`config.mk`:
```
export PLATFORM = sky130hd
export DESIGN_NAME = log_arbiter
export DESIGN_NICKNAME = d
export VERILOG_FILES = /design/src/rtl/log_arbiter.sv
export SDC_FILE = /design/constraint.sdc
export NUM_CORES = 1
export LEC_CHECK = 0
export ABC_AREA = 1
export CORE_UTILIZATION = 47
export DETAILED_ROUTE_END_ITERATION = 8
export PLACE_DENSITY_LB_ADDON = 0.15
export SLEW_MARGIN = 15
export SYNTH_ARGS = -nofsm -noshare
export SYNTH_HDL_FRONTEND = slang
export SYNTH_SLANG_ARGS = --single-unit
```
`constraint.sdc`:
```
create_clock -name clk -period 2.65 [get_ports clk]
set_input_delay 0.3975 -clock clk [delete_from_list [all_inputs] [get_ports clk]]
set_output_delay 0.3975 -clock clk [all_outputs]
set_load 0.005 [all_outputs]
```
`src/rtl/log_arbiter.sv`:
```
// log_arbiter: round-robin arbiter that funnels NUM_REQ severity-tagged messages onto one log channel.
// Optional macro LOG_ARB_DISPLAY_EN prints every delivered message (and raises $error on FATAL) in simulation.
module log_arbiter #(
  parameter int NUM_REQ = 4,
  parameter int DATA_W  = 8,
  parameter int SRC_W   = $clog2(NUM_REQ)
) (
  input  logic                      clk,
  input  logic                      rst,
  input  logic [NUM_REQ-1:0]        req_valid,
  input  logic [NUM_REQ*DATA_W-1:0] req_data,
  input  logic [NUM_REQ*2-1:0]      req_sev,
  output logic [NUM_REQ-1:0]        req_ready,
  output logic                      log_valid,
  input  logic                      log_ready,
  output logic [DATA_W-1:0]         log_data,
  output logic [SRC_W-1:0]          log_src,
  output logic [1:0]                log_sev,
  output logic [15:0]               msg_count,
  output logic [7:0]                err_count,
  output logic                      halted
);

  localparam logic [1:0] SEV_ERROR = 2'd2;
  localparam logic [1:0] SEV_FATAL = 2'd3;

  typedef enum logic [1:0] {IDLE, SEND, HALT} state_e;

  state_e              state_q;
  logic [SRC_W-1:0]    last_grant_q;
  logic                log_valid_q;
  logic [DATA_W-1:0]   log_data_q;
  logic [SRC_W-1:0]    log_src_q;
  logic [1:0]          log_sev_q;
  logic [15:0]         msg_count_q;
  logic [15:0]         msg_count_d;
  logic [7:0]          err_count_q;
  logic [7:0]          err_count_d;
  logic                halted_q;

  logic [DATA_W-1:0]   data_arr [NUM_REQ];
  logic [1:0]          sev_arr  [NUM_REQ];
  logic [SRC_W-1:0]    cand;
  logic                grant_found;
  logic [SRC_W-1:0]    grant_idx;
  logic [NUM_REQ-1:0]  grant_oh;
  logic                handshake;

  for (genvar g = 0; g < NUM_REQ; g++) begin : g_unpack
    assign data_arr[g] = req_data[g*DATA_W +: DATA_W];
    assign sev_arr[g]  = req_sev[g*2 +: 2];
  end

  // Walk the requesters starting one past the last winner so every source gets a fair turn.
  always_comb begin
    grant_found = 1'b0;
    grant_idx   = '0;
    grant_oh    = '0;
    cand        = '0;
    for (int k = 0; k < NUM_REQ; k++) begin
      cand = SRC_W'((int'(last_grant_q) + 1 + k) % NUM_REQ);
      if (!grant_found && req_valid[cand]) begin
        grant_found    = 1'b1;
        grant_idx      = cand;
        grant_oh[cand] = 1'b1;
      end
    end
  end

  assign req_ready = (state_q == IDLE && grant_found && !rst) ? grant_oh : '0;
  assign handshake = (state_q == SEND) && log_ready;

  assign msg_count_d = msg_count_q + 16'd1;
  assign err_count_d = (log_sev_q == SEV_ERROR && err_count_q != 8'hFF) ? err_count_q + 8'd1
                                                                          : err_count_q;

  always_ff @(posedge clk or posedge rst) begin
    if (rst) begin
      state_q      <= IDLE;
      last_grant_q <= SRC_W'(NUM_REQ - 1);
      log_valid_q  <= 1'b0;
      log_data_q   <= '0;
      log_src_q    <= '0;
      log_sev_q    <= '0;
      msg_count_q  <= '0;
      err_count_q  <= '0;
      halted_q     <= 1'b0;
    end else begin
      case (state_q)
        IDLE: begin
          if (grant_found) begin
            log_data_q   <= data_arr[grant_idx];
            log_sev_q    <= sev_arr[grant_idx];
            log_src_q    <= grant_idx;
            last_grant_q <= grant_idx;
            log_valid_q  <= 1'b1;
            state_q      <= SEND;
          end
        end
        SEND: begin
          if (log_ready) begin
            msg_count_q <= msg_count_d;
            err_count_q <= err_count_d;
            log_valid_q <= 1'b0;
            if (log_sev_q == SEV_FATAL) begin
              halted_q <= 1'b1;
              state_q  <= HALT;
            end else begin
              state_q  <= IDLE;
            end
          end
        end
        HALT: begin
          state_q <= HALT;
        end
        default: begin
          state_q <= IDLE;
        end
      endcase
    end
  end

  assign log_valid = log_valid_q;
  assign log_data  = log_data_q;
  assign log_src   = log_src_q;
  assign log_sev   = log_sev_q;
  assign msg_count = msg_count_q;
  assign err_count = err_count_q;
  assign halted    = halted_q;

`ifdef LOG_ARB_DISPLAY_EN
  function automatic string sev_name(input logic [1:0] s);
    case (s)
      2'd0:    return "INFO";
      2'd1:    return "WARNING";
      2'd2:    return "ERROR";
      default: return "FATAL";
    endcase
  endfunction

  always @(posedge clk) begin
    if (!rst && handshake) begin
      $display("[%0t] src=%0d sev=%s data=%h", $time, log_src_q, sev_name(log_sev_q), log_data_q);
      if (log_sev_q == SEV_FATAL)
        $error("log_arbiter: FATAL message from src=%0d", log_src_q);
    end
  end
`else
  // Silent build: the handshake strobe exists only to feed the message printer.
  logic unused_handshake;
  assign unused_handshake = handshake;
`endif

endmodule

```
==> reports/results.ini <==
[outcome]
status = complete, no violations

[layout]
instances_no_fill = 557
drive_gt1_share_pct = 18.8
final_util_pct = 73.7
antenna_cells = 0
nNetsFinal = 540
area_growth_pct = 49.8
n_fill_cell = 442

[hold_path]
worstHoldStart = state_q[1]$_DFFE_PP0P_
whs_path_depth = 1
whs_endpoint = state_q[0]$_DFFE_PP0P_
hp-class = reg2reg

[yosys]
async_reset_ff_share_pct = 100
synth_ff_type = dfrtp_1
synth_edf_count = 0
synthTopCellsByCount = nand2_1 (112), inv_1 (57), nand3_1 (52), dfrtp_1 (40), xnor2_1 (14)
synth_top_area_share_pct = 36.5
yosysSeqAreaShare_pct = 38.4
synth_cells = 369
ys_ff_latch = 42
yosys-top-cells-area = dfrtp_1 (36%), nand2_1 (15%), nand3_1 (9.5%)
synth_area_per_cell_um2 = 7.43
synth_top_cell_by_area = dfrtp_1
synth_nets = 425
syn-cell-area_um2 = 2740
yosys_warnings = 0
ys_types = 31
yosysMostFrequentCell = nand2_1

[grt]
grt_pass1_vias = 2697
grt-ovfl-total = 0
grtUsageTotal_pct = 24.3
antenna_found_initial = 0
grt_max_degree = 43
grt_pass1_wl_um = 11900

[worst_setup_path]
crit_buf_inv = 5
path_delay_family = flip-flops
setup.worst_path.class = reg2out
startpoint_type = flip-flop
rrSetupSlack_ps = 250
rr_worst_depth = 18
cp_max_fo = 4
r2r-end = log_data[6]$_DFFE_PP0P_
slowest_stage = dfstp_2
critPathMaxStageDelay_ps = 560
cp-end-kind = output pin
crit-reg2reg-launch = last_grant_q[0]$_DFFE_PP1P_
crit_chain = inv_4 > buf_6 > ha_4 > inv_2 > nand2_1 > nand3_1 > nand2_2 > nand4_1 > nand3_2 > inv_2 > nand2_4 > a41oi_2 > buf_2
crit_arrival_ps = 2180
crit_path_frequent_cell = inv_2
cp.required_ps = 2250

[drt]
ant_nets = 0
route.detailed.drc = 0
initialDrtViolationCount = 85
finalWirelength_um = 6950
dr.pass1.iters = 4
drt-wirelength-per-cell_um = 12.5
vias = 2784
viasPerCell = 5.00

[timing]
clock_skew_ps = 4.85
slew_viol_final = 0
fin_crit_ps = 2580
worst_pin_slew_ps = 506
slew_headroom_pct = 66.2
period_share_pct = 97.3
hold_viol = 0
timing.fmax_mhz = 388
final-setup-viol-count = 0

[power]
peakVddDrop_mv = 0.958
power.density_nw_per_um2 = 1340
p_leak_uw = 0.00208

[job]
maxCapViolations = 0

[floorplanning]
die_y_um = 78.4
die_w_um = 78.4
std_cell_rows = 27
initial_core_util_pct = 49.2
io_pins = 89
die-area_um2 = 6140
core_um2 = 5570

[clock_tree]
holdBufCountCts = 0
numCtsBuffers = 5
h-tree-depth = 2
cts_num_sinks = 42
tritoncts = yes
clk_pin_slew_worst_paths_ps = 80
worst_skew_pair.late_latency_ps = 280
cts-root-buf = clkbuf_8
cts_buffer_depth = 2

[placed_design]
gp_congestion = 0.862
dp_cells = 542
hpwl_um = 5130
numPortBuffers = 88

power by group:
| group | internal (µW) | total (µW) | switching [µW] |
|---|---|---|---|
| Combinational | 1820 | 4040 | 2220 |
| Sequential | 863 | 1030 | 171 |
| Clock | 210 | 417 | 207 |
sequential cells by signal, summed over array words and instances (netlist names):
register	cells
halted	1
log_sev	2
log_valid	1
state_q	2
log_data	8
log_src	2
last_grant_q	2
err_count	8
msg_count	16
placed cells by master, fill, tap and decap left out, types with 5 or more instances in the layout:
master             n
buf_4             25
clkdlybuf4s50_1   84
nand3_1           51
xnor2_1           14
nand2_2            8
nand2_1          109
nand3_2           12
inv_2              7
a21oi_1            5
clkbuf_8           6
inv_1             52
ha_1               5
xor2_1             7
nor2_1            11
dfrtp_1           40
nand4_1            5
cells by family (layout without fill, tap and decap cells):
group,after synthesis,count (layout),synth area share [%]
buffers and inverters,74,190,11.6
xor gates and xnor gates,21,21,6.71
adders and majority gates,9,9,4.11
DFF,42,42,38.4
AOI/OAI and AO/OA,18,18,3.88
and+or+nand+nor,205,205,35.3
stage by stage:
stage	worst slack [ps]	hold WS, ps	instance area (µm²)	setup TNS, ps	total power (µW)
floorplan	198	450	2740	0	3400
global placement	-44.2	453	3840	-54.1	4600
detailed placement	-135	464	3840	-456	4700
CTS	15.2	474	4050	0	5340
global route	-15.9	495	4110	-21.3	6010
finish	70.5	471	4110	0	5490
how the worst max path moves through the flow:
stage | endpoint | from | cells past startpoint | slack (ps)
after global routing | req_ready[2] | last_grant_q[0]$_DFFE_PP1P_ | 13 | -20
after floorplan | req_ready[2] | last_grant_q[0]$_DFFE_PP1P_ | 11 | 200
after detailed placement | req_ready[2] | req_valid[2] | 12 | -130
after global placement | req_ready[2] | last_grant_q[1]$_DFFE_PP1P_ | 10 | -40
final | req_ready[2] | last_grant_q[0]$_DFFE_PP1P_ | 13 | 70
after CTS | req_ready[0] | last_grant_q[0]$_DFFE_PP1P_ | 13 | 20
worst register-to-register path, delay by kind of cell, from the launching register on:
family	cells	cell delay (ps)
flops	1	560
simple gates	9	740
buf+inv	7	760
fa+ha+maj	1	170
compound gates	1	70
per-layer routing:
| layer | vias to the layer above | global-route usage [%] | wire [µm] |
|---|---|---|---|
| met1 | 1299 | 30.4 | 2870 |
| met2 | 86 | 42.7 | 3610 |
| met4 | 0 | 7.04 | 121 |
| li1 | 1383 | - | - |
| met3 | 16 | 4.19 | 346 |
| met5 | - | 0 | 0 |
cell type report:
| type | count | area (µm²) | share of cell area, % |
|---|---|---|---|
| multi-input cells | 253 | 1490 | 36.4 |
| repair buffers | 119 | 1130 | 27.6 |
| flip-flops and latches | 42 | 1050 | 25.6 |
| inverters | 63 | 246 | 6.00 |
| well taps | 72 | 90.1 | 2.19 |
| clock buffers | 7 | 86.3 | 2.10 |
| clock inverters | 1 | 5.00 | 0.122 |
repair_timing:
item | 4_1_cts | 5_1_grt
pin swaps | 3 | 7
endpoints found under the setup margin | 4 | 4
setup buffers | 4 | 3
gates resized for setup | 33 | 13
No activity file was read; power rests on OpenSTA's default activity.
